==> src/rtl/decode_ctrl_pipe_pkg.sv <==
// Package for the ID/EX control pipeline register.
// Holds the opcode encodings, the write-mode codes, the registered control
// bundle type and the halt/drain state encoding shared by the decoder,
// the pipeline top and the testbench.
package decode_ctrl_pipe_pkg;

    // Opcode encodings; must stay in lock-step with the assembler table.
    // Codes 30 and 31 are unassigned and decode as a bubble.
    localparam logic [4:0] OP_NOP    = 5'd0;
    localparam logic [4:0] OP_ADD    = 5'd1;
    localparam logic [4:0] OP_SUB    = 5'd2;
    localparam logic [4:0] OP_MUL    = 5'd3;
    localparam logic [4:0] OP_DIV    = 5'd4;
    localparam logic [4:0] OP_NOT    = 5'd5;
    localparam logic [4:0] OP_AND    = 5'd6;
    localparam logic [4:0] OP_OR     = 5'd7;
    localparam logic [4:0] OP_XOR    = 5'd8;
    localparam logic [4:0] OP_INC    = 5'd9;
    localparam logic [4:0] OP_CMP    = 5'd10;
    localparam logic [4:0] OP_RR     = 5'd11;
    localparam logic [4:0] OP_RL     = 5'd12;
    localparam logic [4:0] OP_SETB   = 5'd13;
    localparam logic [4:0] OP_CLRB   = 5'd14;
    localparam logic [4:0] OP_CPLB   = 5'd15;
    localparam logic [4:0] OP_SETF   = 5'd16;
    localparam logic [4:0] OP_CLRF   = 5'd17;
    localparam logic [4:0] OP_CPLF   = 5'd18;
    localparam logic [4:0] OP_LOAD   = 5'd19;
    localparam logic [4:0] OP_STORE  = 5'd20;
    localparam logic [4:0] OP_LBL    = 5'd21;
    localparam logic [4:0] OP_LBH    = 5'd22;
    localparam logic [4:0] OP_MOV    = 5'd23;
    localparam logic [4:0] OP_JF     = 5'd24;
    localparam logic [4:0] OP_LOADBR = 5'd25;
    localparam logic [4:0] OP_MOVOUT = 5'd26;
    localparam logic [4:0] OP_MOVIN  = 5'd27;
    localparam logic [4:0] OP_MOVB   = 5'd28;
    localparam logic [4:0] OP_HALT   = 5'd29;

    // Register-file write modes.
    localparam logic [1:0] WM_NONE = 2'b00;
    localparam logic [1:0] WM_LOW  = 2'b01;
    localparam logic [1:0] WM_FULL = 2'b11;

    typedef struct packed {
        logic       alu_src;
        logic       read_write;
        logic       mem_write;
        logic       mem_to_reg;
        logic       mem_read;
        logic       branch;
        logic       jump;
        logic       alu_op;
        logic [1:0] write_mode;
    } ctrl_t;

    localparam ctrl_t CTRL_NONE = '{default: '0};

    typedef enum logic [1:0] {
        ST_RUN    = 2'd0,
        ST_DRAIN  = 2'd1,
        ST_HALTED = 2'd2
    } state_t;

    // Builds a control bundle from its fields.
    function automatic ctrl_t mk_ctrl(
        input logic       alu_src,
        input logic       read_write,
        input logic       mem_write,
        input logic       mem_to_reg,
        input logic       mem_read,
        input logic       branch,
        input logic       jump,
        input logic       alu_op,
        input logic [1:0] write_mode
    );
        ctrl_t c;
        c.alu_src    = alu_src;
        c.read_write = read_write;
        c.mem_write  = mem_write;
        c.mem_to_reg = mem_to_reg;
        c.mem_read   = mem_read;
        c.branch     = branch;
        c.jump       = jump;
        c.alu_op     = alu_op;
        c.write_mode = write_mode;
        return c;
    endfunction

endpackage

==> src/rtl/decode_ctrl_pipe_if.sv <==
// Interface bundling the ID-side handshake and the registered EX control
// bundle of decode_ctrl_pipe.
//   master : the ID stage / hazard unit side (drives opcode, id_valid,
//            stall, flush, resume; observes everything else)
//   slave  : decode_ctrl_pipe itself
interface decode_ctrl_pipe_if #(
    parameter int OPC_W = 5
);
    logic [OPC_W-1:0] opcode;
    logic             id_valid;
    logic             stall;
    logic             flush;
    logic             resume;
    logic             id_ready;
    logic             pc_en;
    logic             ex_valid;
    logic             ex_alu_src;
    logic             ex_read_write;
    logic             ex_mem_write;
    logic             ex_mem_to_reg;
    logic             ex_mem_read;
    logic             ex_branch;
    logic             ex_jump;
    logic             ex_alu_op;
    logic [1:0]       ex_write_mode;
    logic             busy;
    logic             halted;

    modport master (
        output opcode, id_valid, stall, flush, resume,
        input  id_ready, pc_en, ex_valid,
        input  ex_alu_src, ex_read_write, ex_mem_write, ex_mem_to_reg,
        input  ex_mem_read, ex_branch, ex_jump, ex_alu_op, ex_write_mode,
        input  busy, halted
    );

    modport slave (
        input  opcode, id_valid, stall, flush, resume,
        output id_ready, pc_en, ex_valid,
        output ex_alu_src, ex_read_write, ex_mem_write, ex_mem_to_reg,
        output ex_mem_read, ex_branch, ex_jump, ex_alu_op, ex_write_mode,
        output busy, halted
    );
endinterface

==> src/rtl/decode_ctrl_pipe_comb.sv <==
// decode_ctrl_comb: pure opcode -> control bundle table, no state.
// Ports:
//   i_opcode  in   OPC_W   opcode currently in ID
//   o_ctrl    out  ctrl_t  decoded controls (all zero for NOP/HALT/unassigned)
module decode_ctrl_comb
    import decode_ctrl_pipe_pkg::*;
#(
    parameter int OPC_W = 5
) (
    input  logic [OPC_W-1:0] i_opcode,
    output ctrl_t            o_ctrl
);

    always_comb begin
        o_ctrl = CTRL_NONE;
        case (i_opcode)
            OPC_W'(OP_ADD),  OPC_W'(OP_SUB),  OPC_W'(OP_DIV),  OPC_W'(OP_NOT),
            OPC_W'(OP_AND),  OPC_W'(OP_OR),   OPC_W'(OP_XOR),  OPC_W'(OP_INC),
            OPC_W'(OP_CMP),  OPC_W'(OP_RR),   OPC_W'(OP_RL),   OPC_W'(OP_SETB),
            OPC_W'(OP_CLRB), OPC_W'(OP_CPLB):
                o_ctrl = mk_ctrl(1'b0, 1'b1, 1'b0, 1'b0, 1'b0, 1'b0, 1'b0, 1'b1, WM_LOW);
            OPC_W'(OP_MUL):
                o_ctrl = mk_ctrl(1'b0, 1'b1, 1'b0, 1'b0, 1'b0, 1'b0, 1'b0, 1'b1, WM_FULL);
            OPC_W'(OP_SETF), OPC_W'(OP_CLRF), OPC_W'(OP_CPLF):
                o_ctrl = mk_ctrl(1'b0, 1'b0, 1'b0, 1'b0, 1'b0, 1'b0, 1'b0, 1'b1, WM_NONE);
            OPC_W'(OP_LOAD):
                o_ctrl = mk_ctrl(1'b0, 1'b1, 1'b0, 1'b1, 1'b1, 1'b0, 1'b0, 1'b0, WM_FULL);
            OPC_W'(OP_STORE):
                o_ctrl = mk_ctrl(1'b0, 1'b0, 1'b1, 1'b0, 1'b0, 1'b0, 1'b0, 1'b0, WM_NONE);
            OPC_W'(OP_LBL), OPC_W'(OP_LBH):
                o_ctrl = mk_ctrl(1'b1, 1'b1, 1'b0, 1'b0, 1'b0, 1'b0, 1'b0, 1'b0, WM_LOW);
            OPC_W'(OP_MOV):
                o_ctrl = mk_ctrl(1'b0, 1'b1, 1'b0, 1'b0, 1'b0, 1'b0, 1'b0, 1'b0, WM_LOW);
            OPC_W'(OP_JF):
                o_ctrl = mk_ctrl(1'b0, 1'b0, 1'b0, 1'b0, 1'b0, 1'b1, 1'b1, 1'b0, WM_NONE);
            OPC_W'(OP_LOADBR):
                o_ctrl = mk_ctrl(1'b0, 1'b1, 1'b0, 1'b0, 1'b0, 1'b0, 1'b1, 1'b0, WM_FULL);
            // Register-moves write through a path that does not use write_mode.
            OPC_W'(OP_MOVOUT), OPC_W'(OP_MOVIN), OPC_W'(OP_MOVB):
                o_ctrl = mk_ctrl(1'b0, 1'b1, 1'b0, 1'b0, 1'b0, 1'b0, 1'b0, 1'b0, WM_NONE);
            default:
                o_ctrl = CTRL_NONE;
        endcase
    end

endmodule

==> src/rtl/decode_ctrl_pipe.sv <==
// decode_ctrl_pipe: ID/EX control register with valid/stall/flush handling,
// multi-cycle MUL/DIV occupancy and a HALT drain/resume sequencer.
//
// state   | meaning
// --------+-----------------------------------------------------------
// RUN     | normal issue; cnt counts down MUL/DIV occupancy (busy)
// DRAIN   | HALT issued, no further issue; cnt counts pipeline drain
// HALTED  | core stopped, halted=1; resume pulse returns to RUN
//
// Ports:
//   i_clk   in   1   clock, rising edge
//   i_rst   in   1   synchronous active-high reset
//   bus     slave    handshake, EX control bundle, busy/halted status
module decode_ctrl_pipe
    import decode_ctrl_pipe_pkg::*;
#(
    parameter int OPC_W        = 5,
    parameter int MUL_CYCLES   = 2,
    parameter int DIV_CYCLES   = 8,
    parameter int DRAIN_CYCLES = 3,
    parameter int CNT_W        = 4
) (
    input  logic                i_clk,
    input  logic                i_rst,
    decode_ctrl_pipe_if.slave   bus
);

    localparam logic [CNT_W-1:0] MUL_LOAD   = CNT_W'(MUL_CYCLES - 1);
    localparam logic [CNT_W-1:0] DIV_LOAD   = CNT_W'(DIV_CYCLES - 1);
    localparam logic [CNT_W-1:0] DRAIN_LOAD = CNT_W'(DRAIN_CYCLES - 1);

    state_t           r_state;
    state_t           w_state_nxt;
    logic [CNT_W-1:0] r_cnt;
    logic [CNT_W-1:0] w_cnt_nxt;
    logic             r_busy;
    logic             r_halted;
    logic             r_ex_valid;
    ctrl_t            r_ex;
    ctrl_t            w_ctrl;
    logic             w_id_ready;
    logic             w_is_mul;
    logic             w_is_div;
    logic             w_is_halt;

    decode_ctrl_comb #(
        .OPC_W (OPC_W)
    ) u_comb (
        .i_opcode (bus.opcode),
        .o_ctrl   (w_ctrl)
    );

    assign w_is_mul  = (bus.opcode == OPC_W'(OP_MUL));
    assign w_is_div  = (bus.opcode == OPC_W'(OP_DIV));
    assign w_is_halt = (bus.opcode == OPC_W'(OP_HALT));

    assign w_id_ready = (r_state == ST_RUN) & ~bus.stall & ~r_busy & ~bus.flush & bus.id_valid;

    always_comb begin
        w_state_nxt = r_state;
        w_cnt_nxt   = r_cnt;
        case (r_state)
            ST_RUN: begin
                // Flush kills an in-flight multi-cycle op; stall does not freeze it.
                if (bus.flush) begin
                    w_cnt_nxt = '0;
                end else if (r_cnt != '0) begin
                    w_cnt_nxt = r_cnt - CNT_W'(1);
                end
                // id_ready implies busy=0, so cnt is already zero here.
                if (w_id_ready) begin
                    if (w_is_halt) begin
                        w_state_nxt = ST_DRAIN;
                        w_cnt_nxt   = DRAIN_LOAD;
                    end else if (w_is_mul) begin
                        w_cnt_nxt = MUL_LOAD;
                    end else if (w_is_div) begin
                        w_cnt_nxt = DIV_LOAD;
                    end
                end
            end
            // Flush is deliberately not looked at: once HALT is issued it commits.
            ST_DRAIN: begin
                if (r_cnt == '0) begin
                    w_state_nxt = ST_HALTED;
                end else begin
                    w_cnt_nxt = r_cnt - CNT_W'(1);
                end
            end
            ST_HALTED: begin
                if (bus.resume) begin
                    w_state_nxt = ST_RUN;
                end
            end
            default: begin
                w_state_nxt = ST_RUN;
                w_cnt_nxt   = '0;
            end
        endcase
    end

    always_ff @(posedge i_clk) begin
        if (i_rst) begin
            r_state  <= ST_RUN;
            r_cnt    <= '0;
            r_busy   <= 1'b0;
            r_halted <= 1'b0;
        end else begin
            r_state  <= w_state_nxt;
            r_cnt    <= w_cnt_nxt;
            // The shared counter only means "EX occupied" while running.
            r_busy   <= (w_state_nxt == ST_RUN) && (w_cnt_nxt != '0);
            r_halted <= (w_state_nxt == ST_HALTED);
        end
    end

    always_ff @(posedge i_clk) begin
        if (i_rst) begin
            r_ex_valid <= 1'b0;
            r_ex       <= CTRL_NONE;
        end else if (bus.flush) begin
            r_ex_valid <= 1'b0;
            r_ex       <= CTRL_NONE;
        end else if (bus.stall || r_busy) begin
            r_ex_valid <= r_ex_valid;
            r_ex       <= r_ex;
        end else if (w_id_ready) begin
            r_ex_valid <= 1'b1;
            r_ex       <= w_ctrl;
        end else begin
            r_ex_valid <= 1'b0;
            r_ex       <= CTRL_NONE;
        end
    end

    assign bus.id_ready      = w_id_ready;
    assign bus.pc_en         = w_id_ready;
    assign bus.ex_valid      = r_ex_valid;
    assign bus.ex_alu_src    = r_ex.alu_src;
    assign bus.ex_read_write = r_ex.read_write;
    assign bus.ex_mem_write  = r_ex.mem_write;
    assign bus.ex_mem_to_reg = r_ex.mem_to_reg;
    assign bus.ex_mem_read   = r_ex.mem_read;
    assign bus.ex_branch     = r_ex.branch;
    assign bus.ex_jump       = r_ex.jump;
    assign bus.ex_alu_op     = r_ex.alu_op;
    assign bus.ex_write_mode = r_ex.write_mode;
    assign bus.busy          = r_busy;
    assign bus.halted        = r_halted;

endmodule

==> src/flat_wrapper.sv <==
// flat-port wrapper written by rule: the top's interface ports become plain ports
module decode_ctrl_pipe_flat import decode_ctrl_pipe_pkg::*;
#(
    parameter int OPC_W        = 5,
    parameter int MUL_CYCLES   = 2,
    parameter int DIV_CYCLES   = 8,
    parameter int DRAIN_CYCLES = 3,
    parameter int CNT_W        = 4
)
  (i_clk, i_rst, bus_opcode, bus_id_valid, bus_stall, bus_flush, bus_resume, bus_id_ready, bus_pc_en, bus_ex_valid, bus_ex_alu_src, bus_ex_read_write, bus_ex_mem_write, bus_ex_mem_to_reg, bus_ex_mem_read, bus_ex_branch, bus_ex_jump, bus_ex_alu_op, bus_ex_write_mode, bus_busy, bus_halted);
  decode_ctrl_pipe_if #(.OPC_W(OPC_W)) bus_i ();
  input  logic i_clk;
  input  logic i_rst;
  input wire logic [$bits(bus_i.opcode)-1:0] bus_opcode;
  input wire logic [$bits(bus_i.id_valid)-1:0] bus_id_valid;
  input wire logic [$bits(bus_i.stall)-1:0] bus_stall;
  input wire logic [$bits(bus_i.flush)-1:0] bus_flush;
  input wire logic [$bits(bus_i.resume)-1:0] bus_resume;
  output wire logic [$bits(bus_i.id_ready)-1:0] bus_id_ready;
  output wire logic [$bits(bus_i.pc_en)-1:0] bus_pc_en;
  output wire logic [$bits(bus_i.ex_valid)-1:0] bus_ex_valid;
  output wire logic [$bits(bus_i.ex_alu_src)-1:0] bus_ex_alu_src;
  output wire logic [$bits(bus_i.ex_read_write)-1:0] bus_ex_read_write;
  output wire logic [$bits(bus_i.ex_mem_write)-1:0] bus_ex_mem_write;
  output wire logic [$bits(bus_i.ex_mem_to_reg)-1:0] bus_ex_mem_to_reg;
  output wire logic [$bits(bus_i.ex_mem_read)-1:0] bus_ex_mem_read;
  output wire logic [$bits(bus_i.ex_branch)-1:0] bus_ex_branch;
  output wire logic [$bits(bus_i.ex_jump)-1:0] bus_ex_jump;
  output wire logic [$bits(bus_i.ex_alu_op)-1:0] bus_ex_alu_op;
  output wire logic [$bits(bus_i.ex_write_mode)-1:0] bus_ex_write_mode;
  output wire logic [$bits(bus_i.busy)-1:0] bus_busy;
  output wire logic [$bits(bus_i.halted)-1:0] bus_halted;
  assign bus_i.opcode = bus_opcode;
  assign bus_i.id_valid = bus_id_valid;
  assign bus_i.stall = bus_stall;
  assign bus_i.flush = bus_flush;
  assign bus_i.resume = bus_resume;
  assign bus_id_ready = bus_i.id_ready;
  assign bus_pc_en = bus_i.pc_en;
  assign bus_ex_valid = bus_i.ex_valid;
  assign bus_ex_alu_src = bus_i.ex_alu_src;
  assign bus_ex_read_write = bus_i.ex_read_write;
  assign bus_ex_mem_write = bus_i.ex_mem_write;
  assign bus_ex_mem_to_reg = bus_i.ex_mem_to_reg;
  assign bus_ex_mem_read = bus_i.ex_mem_read;
  assign bus_ex_branch = bus_i.ex_branch;
  assign bus_ex_jump = bus_i.ex_jump;
  assign bus_ex_alu_op = bus_i.ex_alu_op;
  assign bus_ex_write_mode = bus_i.ex_write_mode;
  assign bus_busy = bus_i.busy;
  assign bus_halted = bus_i.halted;
  decode_ctrl_pipe #(.OPC_W(OPC_W), .MUL_CYCLES(MUL_CYCLES), .DIV_CYCLES(DIV_CYCLES), .DRAIN_CYCLES(DRAIN_CYCLES), .CNT_W(CNT_W)) u_core (.i_clk(i_clk), .i_rst(i_rst), .bus(bus_i));
endmodule
==> config.mk <==
export PLATFORM = sky130hd
export DESIGN_NAME = decode_ctrl_pipe_flat
export DESIGN_NICKNAME = d
export VERILOG_FILES = /design/src/rtl/decode_ctrl_pipe_pkg.sv /design/src/rtl/decode_ctrl_pipe_if.sv /design/src/rtl/decode_ctrl_pipe_comb.sv /design/src/rtl/decode_ctrl_pipe.sv /design/src/flat_wrapper.sv
export SDC_FILE = /design/constraint.sdc
export NUM_CORES = 1
export LEC_CHECK = 0
export ABC_AREA = 1
export CORE_MARGIN = 5
export CORE_UTILIZATION = 54
export CTS_CLUSTER_DIAMETER = 80
export DETAILED_ROUTE_END_ITERATION = 16
export GPL_TIMING_DRIVEN = 0
export PLACE_DENSITY = 0.9
export SYNTH_ARGS = -nofsm -noshare
export SYNTH_HDL_FRONTEND = slang
export SYNTH_HIERARCHICAL = 1
export SYNTH_SLANG_ARGS = --single-unit
==> constraint.sdc <==
create_clock -name i_clk -period 2.7 [get_ports i_clk]
set_clock_uncertainty 0.05 [all_clocks]
set_input_delay 0.54 -clock i_clk [delete_from_list [all_inputs] [get_ports i_clk]]
set_output_delay 0.54 -clock i_clk [all_outputs]
set_load 0.01 [all_outputs]
======== After elaboration in Yosys (flattened, before gate mapping) ========
Memory sizes are Yosys's and may differ from the RTL's.
Cells that the tools add are included.
cells by class
  divide/modulo/power cells ............... 0
  equal/unequal tests ..................... 6
  order comparisons ....................... 0
  multiplexer cells ....................... 15
  multipliers ............................. 0
  shift operators ......................... 0
  $add $sub $neg .......................... 1
  bitwise logic cells ..................... 7
  reduce and logical (&&, ||, !) cells .... 8
operator list
  kind                   number
  $mux W4                7
  $pmux W4 S3            1
  $mux W10               1
  $mux W2                4
  $reduce_bool A4 Y1     2
  $pmux W2 S3            1
  $eq A5 B2 Y1 const B   1
  $eq A5 B3 Y1 const B   1
  $eq A5 B5 Y1 const B   1
  $and A1 B1 Y1          4
  $eq A2 B2 Y1 const B   2
  $logic_not A2 Y1       2
  $logic_not A4 Y1       1
  $sub A4 B1 Y4 const B  1
  $not A1 Y1             3
  $eq A2 B1 Y1 const B   1
  $reduce_or A2 Y1       1
  $logic_and A1 B1 Y1    1
  $logic_or A1 B1 Y1     1
  $mux W1                1
word-level totals
  bits of input ports ..................... 11
  ROM bits ................................ 320
  word-level logic and storage cells ...... 52
  register bits ........................... 19
  memories ................................ 1
  memory bits (writable) .................. 0
  latch bits .............................. 0
  output and inout bits ................... 15
memory list
  memory           depth  bits a word  rd ports  clocked after Yosys merged registers in  wr ports  line                         RTL
  (no name shown)  32     10           1         0                                        0         decode_ctrl_pipe_comb.sv:16  case (i_opcode)

======== Longest topological paths before layout ========
Gate-level depths: netlist of run 1.
  depth in word-level cells ............... 10
  mapped depth ............................ 13
  gate-level depth less buffers ........... 13

======== Hierarchy ========
Netlist of run 1, hierarchy kept.
modules (own cells, without submodules)
  module            instances  area each (µm²)  cells an instance  seq. area each (µm²)
  decode_ctrl_pipe  1          1039.7           164                380.4
  decode_ctrl_comb  1          207.7            36                 0.0

======== Worst setup path after synthesis of run 1 ========
No wires, ideal clock.
  path kind ............................... input-to-output
  start ................................... input port bus_stall
  end ..................................... output port bus_pc_en
  cell stages on the path ................. 5
  slack ................................... 0.814 ns
  data required time ...................... 2.110 ns
  data arrival time ....................... 1.296 ns
  path buffers ............................ 2
  cell sequence ........................... nor2_2 > nand2_1 > nor2_8 > buf_2 > buf_4
on the way
  cells in the longest elaborated chain, start to end .. 5
ends and longest elaborated chain
  element                      line                    RTL
  from (decl)                  flat_wrapper.sv:16      input wire logic [$bits(bus_i.stall)-1:0] bus_stall;
  $not A1 Y1                   decode_ctrl_pipe.sv:57  assign w_id_ready = (r_state == ST_RUN) & ~bus.stall & ~r_busy & ~bus.flush & bus.id_valid;
  $and A1 B1 Y1 (4 in series)  decode_ctrl_pipe.sv:57
  to (decl)                    flat_wrapper.sv:20      output wire logic [$bits(bus_i.pc_en)-1:0] bus_pc_en;
No other way between the ends.

======== Worst setup path after layout of run 1 ========
Same ends and word-level chain as after synthesis.

==> impl_metrics.csv, run 1 <==
group,metric,value,unit
clocking,cts_sinks,19,
synth,ys.flop_type,"dfxtp_1",
global_route,grt_pass1_vias,1077,
clocking,clockRootBuffer,"clkbuf_4",
hold_path,hold_path.class,"register to register",
floorplanning,die_w,58.1,µm
power_and_ir_drop,power_switching,0.346,mW
global_route,grt.overflow.total,0,
power_and_ir_drop,power_frac_clock,0.169,
global_route,grt_use_met3,0.0290,
synth,syn_inst,200,
synth,yosysSeqAreaShare,0.305,
status,outcome,"finished, final reports clean",
synth,ys_top_cells_by_count,"nand2_1 (57), inv_1 (26), nor2_1 (26)",
synth,synth_cell_types,24,
place,place_congestion,0.908,
place,post-place-cells,252,
power_and_ir_drop,intPower,0.507,mW
layout,diodes,0,
timing,max_freq,385,MHz
layout,fillers,204,
layout,areaGrowthSynthToFinish,24.7,%
timing,fin_setup_tns,0,ns
clocking,cts_made_buffers,3,
detailed_routing,drt-pass1-iter-count,5,
worst_setup_path,reg2reg_from,"u_core/r_cnt[0]$_SDFF_PP0_",
timing,slew_viol_final,0,
synth,syn_avg_cell_area,6.24,µm²
place,portBuffers,24,
synth,syn-num-nets,217,
detailed_routing,remaining_drc_errors,0,
place,place_hpwl,2080,µm
global_route,use_met1,0.220,
hold_path,worstHoldStart,"u_core/bus.ex_branch$_SDFFE_PP0N_",
detailed_routing,vias,1266,
synth,ys_async_sr_fraction,0,
timing,whs,0.421,ns
clocking,worstSkewPairLatency,0.29,ns
synth,ys_warn_count,6,
global_route,grt_max_degree,14,
worst_setup_path,crit_path_start_kind,"primary input",
global_route,grt_pass1_wl,4530,µm
clocking,cts.clk_slew.worst_paths,0.11,ns
layout,drive_gt1_frac,0.110,
worst_setup_path,crit_start,"bus_stall",
timing,min_period,2.60,ns
clocking,holdBufCountCts,0,
timing,rsz0062_at_grt,"false",
job,cap_violations,0,
floorplanning,core-area,0.00221,mm²
floorplanning,dieArea,0.00337,mm²
floorplanning,start_util,0.564,
layout,largest_register,"u_core/r_cnt",
clocking,cts_tree,"yes",
synth,synth_area_leaders,"dfxtp_1 (30%), nand2_1 (17%), inv_1 (7.8%), nor2_1 (7.8%), nand3_1 (6.4%)",
synth,syn_area,0.00125,mm²
power_and_ir_drop,p_leak,0.707,nW
clocking,cts.path.max_buffers,2,
global_route,busiest_layer,"met2",
floorplanning,io_pins,26,
global_route,antenna_found_initial,0,
power_and_ir_drop,power.share.combinational,0.457,
synth,synth_top_area_share,0.305,
timing,worst_pin_slew,0.400,ns
worst_setup_path,crit_fanout,3,
hold_path,whs_path_depth,2,
synth,synth-seq-cells,19,
worst_setup_path,r2r_cells,10,
detailed_routing,ant_nets,0,
floorplanning,rows,17,
power_and_ir_drop,switching_share,0.406,
clocking,htree_levels,1,
layout,nets,246,
detailed_routing,wl_per_cell,10.0,µm
detailed_routing,drt_wl_total,2570,µm
worst_setup_path,cp-end-kind,"output port",
timing,final_hold_viol_count,0,
floorplanning,die_h,58.1,µm
synth,synth_edf_count,0,
timing,min_period_over_period,0.962,
layout,largest_reg_flops,4,
global_route,use_met2,0.279,
synth,yosysTopAreaCell,"dfxtp_1",
worst_setup_path,cp.required,2.11,ns
layout,regArea,380,µm²
timing,relSlewSlack,0.734,
global_route,groute.usage.overall,0.166,
power_and_ir_drop,p_seq_frac,0.374,
power_and_ir_drop,ir_drop,0.530,mV
timing,setup_viol_count_final,0,
detailed_routing,drtIter0Drc,60,
worst_setup_path,critPathArrivalTime,2.01,ns
detailed_routing,vias_per_cell,4.95,
layout,finalNonFillerCells,256,
synth,synth_most_common_cell,"nand2_1",
layout,multiInputGateArea,726,µm²
layout,final_util,0.703,
power_and_ir_drop,power_density,548,mW/mm²
worst_setup_path,critical_path_class,"primary input to output port",
[layer usage]
metal | vias up | part of all wire | routed length, µm
li1 | 676 | - | -
met1 | 555 | 0.47 | 1220
met2 | 31 | 0.47 | 1200
met3 | 4 | 0.051 | 130
met4 | 0 | 0.0086 | 22
met5 | - | 0 | 0
[repair_timing]
action | in CTS | in global routing
pin swaps | 1 | 0
cloned | 0 | 0
endpoints found under the setup margin | 2 | 1
setup buffers | 1 | 0
resized for setup | 0 | 1
endpoints found under the hold margin | 0 | 0
[metrics by stage]
| step | setup slack, ns | total power [mW] | instance area, µm² |
|---|---|---|---|
| 2_1_floorplan | 0.814 | 0.613 | 1250 |
| 4_1_cts | 0.0596 | 0.853 | 1550 |
| 3_5_place_dp | -0.171 | 0.711 | 1520 |
| 5_1_grt | 0.0435 | 0.940 | 1560 |
| 6_report | 0.102 | 0.853 | 1560 |
| 3_3_place_gp | -0.172 | 0.704 | 1520 |
[layout by cell type (no fill, tap or decap)]
cell type        Yosys  layout
a21oi_1             15      15
buf_4                2       3
clkbuf_1             3       3
clkbuf_4             0       3
clkdlybuf4s50_1      0      24
clkinv_1             1       1
clkinv_2             0       1
dfxtp_1             19      19
ha_1                 6       6
inv_1               26      26
inv_2                3       3
nand2_1             57      56
nand2_2              3       4
nand2_4              1       1
nand3_1             16      16
nand3_2              2       2
nand4_1              2       2
nor2_1              26      26
nor2_2               5       5
nor2_4               1       1
nor2_8               1       1
nor3_1               1       1
nor4_1               1       1
o21ai_0              6       6
o21ai_2              1       1
o22ai_1              1       1
[final timing paths]
| path | end | slack (ns) |
|---|---|---|
| setup reg to reg | u_core/bus.busy$_SDFF_PP0_ | 1.01 |
| setup / recovery | bus_pc_en | 0.10 |
| hold / removal | u_core/bus.ex_branch$_SDFFE_PP0N_ | 0.42 |
| hold reg to reg | u_core/bus.ex_branch$_SDFFE_PP0N_ | 0.42 |
[power groups by stage]
| stage | clock (mW) | sequential [mW] | combinational, mW |
|---|---|---|---|
| 2_1_floorplan | 0 | 0.327 | 0.286 |
| 3_3_place_gp | 0 | 0.325 | 0.379 |
| 3_5_place_dp | 0 | 0.325 | 0.386 |
| 4_1_cts | 0.146 | 0.319 | 0.389 |
| 5_1_grt | 0.166 | 0.322 | 0.452 |
| 6_report | 0.144 | 0.319 | 0.389 |
[worst max-delay path: stages]
cell             delay (ns)
clkdlybuf4s50_1        0.41
nor2_2                 0.18
nand2_2                0.11
nor2_8                 0.14
buf_4                  0.11
clkdlybuf4s50_1        0.52
[cells by family after synthesis]
kind of cell	Yosys count	share of synthesized area
AO/OA/AOI/OAI	23	0.0963
adder cells (fa/ha/maj)	6	0.0602
buffers and inverters	36	0.115
flip-flops	19	0.305
AND/OR/NAND/NOR	116	0.423
[cell type report]
| class | instances | share of cell area |
|---|---|---|
| Multi-Input combinational cell | 145 | 0.467 |
| Buffer | 5 | 0.0169 |
| Clock buffer | 3 | 0.0145 |
| Timing Repair Buffer | 25 | 0.159 |
| Clock inverter | 1 | 0.00322 |
| Inverter | 30 | 0.0724 |
| Tap cell | 28 | 0.0225 |
| Sequential cell | 19 | 0.245 |
No activity file was read; power rests on OpenSTA's default activity.
==> inputs of run 2 (changes only) <==
Settings changed: CORE_UTILIZATION 54 to 50, PLACE_DENSITY 0.9 to 0.84.
Clock period 2.7 ns to 2.9 ns, I/O delays scaled along.
==> run 2 against run 1 <==
  * Die area rose by 6.6%
  * Routed wire length rose by 1.6%
  * Utilization fell by 6.7 points
  * Register-to-register slack improved by 0.20 ns
  * Critical path depth did not move
  * Global-route usage fell by 0.35 points
  * Sequential share of layout area rose by 0.14 points
  * Non-clock buffer count fell by 1
  * Sequential cell count did not move
  * Design area fell by 0.56%
  * Cell count rose by 0.39%
  * Sequential power fell by 6.6%
==> impl_metrics.csv, run 2 (same netlist as run 1, synthesis figures left out) <==
group,metric,value,unit
status,outcome,"finished, final reports clean",
power_and_ir_drop,p_leak,0.699,nW
place,dp_slack,-0.0825,ns
timing,fin_setup_tns,0,ns
floorplanning,dieArea,0.00359,mm²
place,portBuffers,24,
power_and_ir_drop,total_power,0.791,mW
timing,worst_pin_slew,0.413,ns
global_route,grt_max_degree,16,
floorplanning,die_w,60.0,µm
clocking,worstSkewPairLatency,0.29,ns
layout,largest_register,"u_core/r_cnt",
worst_setup_path,cp.required,2.27,ns
hold_path,min_to,"u_core/bus.ex_alu_src$_SDFFE_PP0N_",
floorplanning,io_pins,26,
layout,diodes,0,
floorplanning,core-area,0.00243,mm²
timing,final_hold_viol_count,0,
timing,setup_viol_count_final,0,
detailed_routing,wl_per_cell,10.2,µm
layout,areaGrowthSynthToFinish,24.0,%
floorplanning,rows,18,
detailed_routing,vias,1266,
clocking,clockRootBuffer,"clkbuf_4",
detailed_routing,ant_nets,0,
worst_setup_path,r2r_cells,10,
job,cap_violations,0,
timing,relSlewSlack,0.724,
global_route,antenna_found_initial,0,
clocking,cts.path.max_buffers,2,
worst_setup_path,reg2reg_from,"u_core/r_cnt[0]$_SDFF_PP0_",
worst_setup_path,critPathArrivalTime,2.19,ns
layout,fillers,248,
timing,rsz0062_at_grt,"false",
layout,mostFrequentLayoutCell,"nand2_1",
worst_setup_path,crit_path_start_kind,"primary input",
timing,max_freq,354,MHz
layout,drive_gt1_frac,0.0969,
timing,min_period_over_period,0.973,
clocking,cts.clk_slew.worst_paths,0.11,ns
worst_setup_path,cp-end-kind,"output port",
place,place_congestion,0.918,
worst_setup_path,worst_path_most_repeated_cell,"clkdlybuf4s50_1",
detailed_routing,drt-pass1-iter-count,4,
timing,setup_ws,0.0769,ns
detailed_routing,drt_wl_total,2610,µm
floorplanning,die_h,60.0,µm
clocking,cts_tree,"yes",
layout,nets,245,
worst_setup_path,path_cells,"clkdlybuf4s50_1, nor2_2, nand2_1, nor2_8, buf_4, clkdlybuf4s50_1",
worst_setup_path,crit_fanout,15,
floorplanning,start_util,0.513,
clocking,post-cts-setup-buffers,0,
timing,min_period,2.82,ns
clocking,cts_resized,0,
clocking,htree_levels,1,
timing,slew_viol_final,0,
hold_path,whs_path_depth,2,
place,place_hpwl,2170,µm
worst_setup_path,critPathSlowestCell,"clkdlybuf4s50_1",
hold_path,hold_path.class,"register to register",
worst_setup_path,cpPeakStageDelay,0.52,ns
power_and_ir_drop,power_density,511,mW/mm²
detailed_routing,vias_per_cell,4.93,
layout,regArea,380,µm²
global_route,grt.overflow.total,0,
worst_setup_path,critical_path_class,"primary input to output port",
worst_setup_path,rrSetupSlack,1.21,ns
detailed_routing,drtIter0Drc,36,
global_route,groute.usage.overall,0.163,
global_route,grt_pass1_vias,1142,
clocking,cts_sinks,19,
power_and_ir_drop,ir_drop,0.478,mV
clocking,cts_made_buffers,3,
global_route,grt_pass1_wl,4630,µm
worst_setup_path,regToRegEndpoint,"u_core/bus.busy$_SDFF_PP0_",
hold_path,worstHoldStart,"u_core/bus.ex_alu_src$_SDFFE_PP0N_",
layout,multiInputGateArea,723,µm²
layout,layout_common_cells,"nand2_1 (57), inv_1 (26), nor2_1 (26), clkdlybuf4s50_1 (24), dfxtp_1 (19)",
layout,largest_reg_flops,4,
detailed_routing,remaining_drc_errors,0,
run 2: cell count changes in the layout (fill, tap and decap cells not counted):
cell      before  now
nand2_2        4    3
buf_4          3    2
nand2_1       56   57
clkinv_2       1    0
clkbuf_1       3    4
run 2: routing by layer:
layer / up-vias / routed length [µm] / GRT usage
met3: 2 / 166 / 0.0302
met2: 27 / 1300 / 0.295
met1: 566 / 1130 / 0.199
met5: - / 0 / 0
met4: 0 / 10 / 0.0285
li1: 671 / - / -
run 2: area by class of cell:
cell class / count / area share
Inverter: 30 / 0.0728
Timing Repair Buffer: 24 / 0.155
Multi-Input combinational cell: 145 / 0.468
Clock buffer: 4 / 0.0170
Tap cell: 30 / 0.0243
Buffer: 5 / 0.0170
Sequential cell: 19 / 0.246
run 2: critical path: cells and delay by family:
| kind | cells | cell delay, ns |
|---|---|---|
| AND/OR/NAND/NOR | 3 | 0.53 |
| buffers and inverters | 3 | 1.08 |
run 2: worst max path at each step:
stage	start	end	slack [ns]
2_1_floorplan	bus_stall	bus_pc_en	0.93
3_3_place_gp	bus_stall	bus_pc_en	-0.06
3_5_place_dp	bus_stall	bus_pc_en	-0.08
4_1_cts	bus_stall	bus_pc_en	0.05
5_1_grt	bus_stall	bus_pc_en	0.003
6_report	bus_stall	bus_pc_en	0.08
run 2: power by group:
group          switching [mW]  internal, mW  total, mW
logic                   0.226         0.134      0.360
registers              0.0135         0.284      0.298
clock network          0.0791        0.0534      0.133
total                   0.319         0.472      0.791
run 2: what timing repair did:
action / 4_1_cts / 5_1_grt
hold buffers: 0 / 0
hold endpoints to repair: 0 / 0
endpoints found under the setup margin: 1 / 0
run 2: metrics by stage:
| step | cells | utilization | hold WS, ns | instance area, µm² |
|---|---|---|---|---|
| floorplan | 200 | - | 0.434 | 1250 |
| global placement | 254 | 0.627 | 0.404 | 1530 |
| detailed placement | 254 | 0.627 | 0.407 | 1530 |
| CTS | 257 | 0.636 | 0.425 | 1550 |
| global route | 257 | 0.636 | 0.440 | 1550 |
| finish | 257 | 0.636 | 0.421 | 1550 |
